## src/rtl/div_unit_if.sv

```systemverilog
`default_nettype none
// ============================================================================
//  Module      : div_unit_if
//  Description : Request/result bundle between the EX stage and the
//                multi-cycle divider.
//  Revision    : 1.0
// ============================================================================
interface div_unit_if;
    logic        signed_div_i;
    logic [31:0] opdata1_i;
    logic [31:0] opdata2_i;
    logic        start_i;
    logic        annul_i;
    logic [63:0] result_o;
    logic        ready_o;

    // EX stage side: issues the request, consumes the result
    modport master (
        output signed_div_i, opdata1_i, opdata2_i, start_i, annul_i,
        input  result_o, ready_o
    );

    // Divider side
    modport slave (
        input  signed_div_i, opdata1_i, opdata2_i, start_i, annul_i,
        output result_o, ready_o
    );
endinterface
`default_nettype wire

```

## src/rtl/div_unit.sv

```systemverilog
`default_nettype none
// ============================================================================
//  Module      : div_unit
//  Description : 32-bit restoring radix-2 divider for DIV/DIVU, one quotient
//                bit per clock. result_o = {remainder, quotient}.
//  Revision    : 1.0
// ============================================================================
module div_unit #(
    parameter int WIDTH = 32
) (
    input  logic      clk,
    input  logic      rst,      // asynchronous, active-low
    div_unit_if.slave bus
);

    typedef enum logic [1:0] {
        S_FREE   = 2'd0,
        S_BYZERO = 2'd1,
        S_ON     = 2'd2,
        S_END    = 2'd3
    } state_t;

    state_t               state_q,     state_d;
    logic [5:0]           cnt_q,       cnt_d;
    logic [2*WIDTH:0]     work_q,      work_d;      // {partial_rem[32:0], dividend/quotient[31:0]}
    logic [WIDTH-1:0]     divisor_q,   divisor_d;
    logic                 neg_quot_q,  neg_quot_d;
    logic                 neg_rem_q,   neg_rem_d;
    logic [2*WIDTH-1:0]   result_q,    result_d;
    logic                 ready_q,     ready_d;

    logic [WIDTH-1:0]     abs_dividend;
    logic [WIDTH-1:0]     abs_divisor;
    logic [2*WIDTH+1:0]   shifted;
    logic [WIDTH+1:0]     trial;
    logic [2*WIDTH:0]     iter_next;
    logic [WIDTH-1:0]     quot_raw;
    logic [WIDTH-1:0]     rem_raw;
    logic [WIDTH-1:0]     quot_fixed;
    logic [WIDTH-1:0]     rem_fixed;

    // Operand magnitudes and one restoring iteration on the working register
    always_comb begin
        abs_dividend = (bus.signed_div_i && bus.opdata1_i[WIDTH-1]) ? (~bus.opdata1_i + 1'b1) : bus.opdata1_i;
        abs_divisor  = (bus.signed_div_i && bus.opdata2_i[WIDTH-1]) ? (~bus.opdata2_i + 1'b1) : bus.opdata2_i;

        // Shift by one, then try to subtract the divisor from the upper part.
        // The extra top bit of trial acts as the borrow / sign.
        shifted = {work_q, 1'b0};
        trial   = shifted[2*WIDTH+1:WIDTH] - {2'b00, divisor_q};
        if (trial[WIDTH+1]) begin
            iter_next = shifted[2*WIDTH:0];
        end else begin
            iter_next = {trial[WIDTH:0], shifted[WIDTH-1:1], 1'b1};
        end

        quot_raw   = iter_next[WIDTH-1:0];
        rem_raw    = iter_next[2*WIDTH-1:WIDTH];
        quot_fixed = neg_quot_q ? (~quot_raw + 1'b1) : quot_raw;
        rem_fixed  = neg_rem_q  ? (~rem_raw  + 1'b1) : rem_raw;
    end

    // Next-state and registered-output computation for the divider FSM
    always_comb begin
        state_d    = state_q;
        cnt_d      = cnt_q;
        work_d     = work_q;
        divisor_d  = divisor_q;
        neg_quot_d = neg_quot_q;
        neg_rem_d  = neg_rem_q;
        result_d   = result_q;
        ready_d    = ready_q;

        case (state_q)
            S_FREE: begin
                ready_d  = 1'b0;
                result_d = '0;
                if (bus.start_i && !bus.annul_i) begin
                    if (bus.opdata2_i == '0) begin
                        state_d = S_BYZERO;
                    end else begin
                        state_d    = S_ON;
                        cnt_d      = 6'd0;
                        work_d     = {{(WIDTH+1){1'b0}}, abs_dividend};
                        divisor_d  = abs_divisor;
                        neg_quot_d = bus.signed_div_i & (bus.opdata1_i[WIDTH-1] ^ bus.opdata2_i[WIDTH-1]);
                        neg_rem_d  = bus.signed_div_i & bus.opdata1_i[WIDTH-1];
                    end
                end
            end

            S_BYZERO: begin
                // Divide by zero reports quotient 0 and remainder 0
                work_d   = '0;
                result_d = '0;
                ready_d  = 1'b1;
                state_d  = S_END;
            end

            S_ON: begin
                if (bus.annul_i) begin
                    state_d  = S_FREE;
                    cnt_d    = 6'd0;
                    ready_d  = 1'b0;
                    result_d = '0;
                end else begin
                    work_d = iter_next;
                    cnt_d  = cnt_q + 6'd1;
                    if (cnt_q == 6'd31) begin
                        // Final iteration: publish the sign-corrected result
                        state_d  = S_END;
                        cnt_d    = 6'd0;
                        ready_d  = 1'b1;
                        result_d = {rem_fixed, quot_fixed};
                    end
                end
            end

            S_END: begin
                ready_d = 1'b1;
                if (bus.annul_i || !bus.start_i) begin
                    state_d  = S_FREE;
                    ready_d  = 1'b0;
                    result_d = '0;
                end
            end

            default: begin
                state_d  = S_FREE;
                ready_d  = 1'b0;
                result_d = '0;
            end
        endcase
    end

    // State and output registers; reset acts immediately, independent of clk
    always_ff @(posedge clk or negedge rst) begin
        if (!rst) begin
            state_q    <= S_FREE;
            cnt_q      <= 6'd0;
            work_q     <= '0;
            divisor_q  <= '0;
            neg_quot_q <= 1'b0;
            neg_rem_q  <= 1'b0;
            result_q   <= '0;
            ready_q    <= 1'b0;
        end else begin
            state_q    <= state_d;
            cnt_q      <= cnt_d;
            work_q     <= work_d;
            divisor_q  <= divisor_d;
            neg_quot_q <= neg_quot_d;
            neg_rem_q  <= neg_rem_d;
            result_q   <= result_d;
            ready_q    <= ready_d;
        end
    end

    assign bus.result_o = result_q;
    assign bus.ready_o  = ready_q;

endmodule
`default_nettype wire
```

## src/flat_wrapper.sv

```systemverilog
// flat-port wrapper written by rule: the top's interface ports become plain ports
module div_unit_flat 
#(
    parameter int WIDTH = 32
)
  (clk, rst, bus_signed_div_i, bus_opdata1_i, bus_opdata2_i, bus_start_i, bus_annul_i, bus_result_o, bus_ready_o);
  div_unit_if bus_i ();
  input  logic clk;
  input  logic rst;
  input wire logic [$bits(bus_i.signed_div_i)-1:0] bus_signed_div_i;
  input wire logic [$bits(bus_i.opdata1_i)-1:0] bus_opdata1_i;
  input wire logic [$bits(bus_i.opdata2_i)-1:0] bus_opdata2_i;
  input wire logic [$bits(bus_i.start_i)-1:0] bus_start_i;
  input wire logic [$bits(bus_i.annul_i)-1:0] bus_annul_i;
  output wire logic [$bits(bus_i.result_o)-1:0] bus_result_o;
  output wire logic [$bits(bus_i.ready_o)-1:0] bus_ready_o;
  assign bus_i.signed_div_i = bus_signed_div_i;
  assign bus_i.opdata1_i = bus_opdata1_i;
  assign bus_i.opdata2_i = bus_opdata2_i;
  assign bus_i.start_i = bus_start_i;
  assign bus_i.annul_i = bus_annul_i;
  assign bus_result_o = bus_i.result_o;
  assign bus_ready_o = bus_i.ready_o;
  div_unit #(.WIDTH(WIDTH)) u_core (.clk(clk), .rst(rst), .bus(bus_i));
endmodule
```

## config.mk

```make
export PLATFORM = sky130hd
export DESIGN_NAME = div_unit_flat
export DESIGN_NICKNAME = d
export VERILOG_FILES = /design/src/rtl/div_unit_if.sv /design/src/rtl/div_unit.sv /design/src/flat_wrapper.sv
export SDC_FILE = /design/constraint.sdc
export NUM_CORES = 1
export LEC_CHECK = 0
export ABC_CLOCK_PERIOD_IN_PS = 7280
export CAP_MARGIN = 20
export CORE_AREA = 4 4 138 273
export DETAILED_ROUTE_END_ITERATION = 10
export DIE_AREA = 0 0 142 277
export HOLD_SLACK_MARGIN = 0.1
export PLACE_DENSITY_LB_ADDON = 0.1
export RECOVER_POWER = 25
export SYNTH_ARGS = -nofsm -noshare
export SYNTH_HDL_FRONTEND = slang
export SYNTH_SLANG_ARGS = --single-unit
```

## constraint.sdc

```tcl
create_clock -name clk -period 7.28 [get_ports clk]
set_input_delay 0.728 -clock clk [delete_from_list [all_inputs] [get_ports clk]]
set_output_delay 0.728 -clock clk [all_outputs]
set_load 0.005 [all_outputs]
```

==> flow_metrics.tcl <==
set metrics [dict create \
    clk_latency_ps 450 \
    die_y_um 277 \
    htree_levels 4 \
    synth_area_leader_cell "dfrtp_1" \
    switching_share_pct 46.6 \
    nFillCells 3636 \
    synth_warnings 0 \
    ys.flop_type "dfrtp_1" \
    worstSetupEndpointType "flop" \
    min_period_over_period_pct 75.8 \
    hold_class "reg -> reg" \
    cp_slowest_stage_delay_ps 660 \
    slew_headroom_pct -174 \
    syn-cell-area_um2 12400 \
    drv_slew 71 \
    p_clk_share_pct 19.4 \
    drt_iter0_markers 572 \
    dp_worst_setup_slack_ps 1810 \
    cts_root_buf "clkbuf_16" \
    portBuffers 133 \
    p_leak_uw 0.00606 \
    gp_routability_congestion 0.889 \
    critPathTopFamily "compound AO/OA/AOI/OAI gates" \
    post_cts_buffers 0 \
    status "finished with violations" \
    wirelength_mm 44.3 \
    viasPerCell 5.58 \
    drt_pass1_iterations 5 \
    drc 0 \
    syn_nets 1649 \
    synth_top_family_by_area "compound AO/OA/AOI/OAI gates" \
    p_switching_uw 2300 \
    pwr-share-comb_pct 51.4 \
    row_count 98 \
    cp_num_buf_inv 1 \
    r2r_end "u_core.bus.result_o[62]" \
    required_ps 7600 \
    worstReg2RegStart "u_core.work_q[53]" \
    via_count 11600 \
    grt_pass1_wl_mm 68.4 \
    cts_tree "yes" \
    worst_pin_slew_ps 4100 \
    layout-drive-gt1-share_pct 5.08 \
    cts_buffers 17 \
    ys_async_sr_fraction_pct 100 \
    start_util_pct 34.6 \
    seq_power_share_pct 29.1 \
    synth-adder-area-share_pct 4.31 \
    drv_cap 1 \
    r2r_cells 18 \
    grt_util_all_layers_pct 22.5 \
    nNetsFinal 1733 \
    finish.utilization_pct 41.0 \
    ctsResizeCount 0 \
    critPathSlowestCell "nor4_1" \
    rsz0062_at_grt "no" \
    areaGrowthSynthToFinish_pct 18.5 \
    ios 134 \
    max-vdd-ir-drop_mv 0.176 \
    path_cells "ha_1, nand4_1, nor4_1, o2111ai_1, o211ai_2, o21a_1, nor2_4, inv_2, mux2i_1, ha_1, nand4_1, nor2_1, o21ai_0, o41ai_4, nand3_2, o41ai_1, xnor2_1, o21ai_1" \
    multi_input_area_um2 7480 \
    fmax_mhz 181 \
    ys_seq_area_share_pct 34.8 \
    regToRegSetupSlack_ps 1760 \
    synth.area.mux_share_pct 2.57 \
    grt_max_degree 79 \
    die_area_um2 39300 \
    num_antenna_cells 0 \
    synth_xor_area_share_pct 9.28 \
    detailed_place_hpwl_mm 34.8 \
    hold_violations 0 \
    synth_commonest_cells "nand2_1, dfrtp_1, a21oi_1, o21ai_0, o21ai_1" \
    synth_compound_area_share_pct 23.9 \
    ys_types 79 \
    min_period_ps 5520 \
    crit_path_max_fanout 13 \
    violations "max-capacitance violations, max-slew violations" \
    synth_edf_count 0 \
    antenna_found_initial 0 \
    gr-total-overflow 0 \
    clk_pin_slew_worst_paths_ps 70 \
    cts_sinks 172 \
    synth_top_area_share_pct 34.8 \
    seq_area_um2 4300 \
    synth_area_leaders "dfrtp_1, nand2_1, xor2_1, xnor2_1, a21oi_1" \
    syn_avg_cell_area_um2 8.04 \
    drtAntennaViolNets 0 \
    worstHoldEndpoint "u_core.bus.result_o[39]" \
    skew_ps 13.2 \
    final-setup-viol-count 0 \
    fin_ws_ps 1760 \
    internal-power_uw 2630 \
    power_density_nw_per_um2 336 \
    grt_pass1_vias 11900 \
    setup.worst_path.class "reg -> reg" \
    synth-simple-area-share_pct 20.4 \
    worstSetupStartpointType "flop" \
    syn_inst 1538 \
    coreArea_um2 35700 \
    min_from "u_core.bus.result_o[39]" \
    wl_per_cell_um 21.2 \
    die_w_um 142 \
    arrival_ps 5840 \
    cts_hold_buffers 0 \
    cts_max_path_buffers 2 \
    fin_tns_setup_ps 0 \
    ys_ff_latch 172 \
    yosysMostFrequentCell "nand2_1" \
    min_path_cells 2 \
]
-- metal layers --
layer	global-route usage, %	vias to the layer above	wire [µm]
met1	21.8	5585	15200
met2	44.2	265	25100
met5	0	-	0
met4	10.9	0	2340
met3	3.91	102	1700
li1	-	5675	-
-- cells by family after synthesis --
kind of cell | after synthesis
buf+inv | 144
compound gates | 478
simple gates | 540
flops | 172
mux | 31
xor+xnor | 131
fa+ha+maj | 42
-- worst max-delay path by stage --
stage / startpoint / end / cells after the start
after global routing: u_core.work_q[56] / u_core.bus.result_o[62] / 18
final: u_core.work_q[53] / u_core.bus.result_o[62] / 18
after detailed placement: u_core.work_q[53] / u_core.bus.result_o[62] / 19
after global placement: u_core.work_q[58] / u_core.bus.result_o[62] / 19
after CTS: u_core.work_q[53] / u_core.bus.result_o[62] / 19
after floorplan: u_core.work_q[39] / u_core.bus.result_o[28] / 23
-- flip-flops by register name, summed over array words and instances, names as in the netlist --
signal / flops
u_core.bus.ready_o: 1
u_core.bus.result_o: 64
u_core.neg_quot_q: 1
u_core.divisor_q: 32
u_core.neg_rem_q: 1
u_core.state_q: 2
u_core.cnt_q: 6
u_core.work_q: 65
-- worst register-to-register path, cell delays in order, from the launching register on --
cell and delay (ps):
dfrtp_1 440, ha_1 520, nand4_1 240, nor4_1 660, o2111ai_1 240, o211ai_2 160
o21a_1 400, nor2_4 80, inv_2 250, mux2i_1 390, ha_1 340, nand4_1 200
nor2_1 140, o21ai_0 150, o41ai_4 130, nand3_2 240, o41ai_1 560, xnor2_1 180
o21ai_1 80
-- power by group through the flow --
stage	Combinational (µW)	Clock (µW)	Sequential, µW
floorplan	1760	0	1360
global placement	2540	0	1450
detailed placement	2550	0	1460
CTS	2560	982	1440
global route	2830	1020	1470
finish	2530	957	1440
-- final cells by class --
class,instances,share of cell area [%]
clock buffer,18,3.00
clock inverter,14,1.08
inverter,57,1.46
multi-input combinational,1222,51.1
sequential,172,29.4
tap,450,3.84
timing repair buffer,152,10.1
-- metrics by stage --
step / total power (µW) / instance area, µm² / hold slack [ps] / std cells
2_1_floorplan: 3120 / 12400 / 432 / 1538
3_3_place_gp: 4000 / 14000 / 465 / 2052
3_5_place_dp: 4000 / 14000 / 473 / 2052
4_1_cts: 4980 / 14600 / 300 / 2084
5_1_grt: 5320 / 14600 / 508 / 2085
6_report: 4930 / 14600 / 482 / 2085
-- cell usage in the layout (no fill, tap or decap), drive strengths merged, types with 7 or more instances in the layout --
cell,netlist,layout
inv,57,62
a21o,16,16
clkdlybuf4s50,0,132
o31ai,70,70
dfrtp,172,172
or3,17,17
nand2,252,252
nand4,14,14
o21a,12,12
and3,12,12
xnor2,60,60
ha,41,41
or4,15,15
nand3,21,21
and2,9,9
a21oi,105,105
nand2b,12,12
clkbuf,57,20
a31oi,16,16
a211oi,7,7
o41ai,12,12
buf,30,17
nor2,89,89
mux2i,25,25
nor4,24,24
xor2,71,71
nor3,44,44
o21ai,192,192
Note: power is estimated with default switching activity, not from simulation.
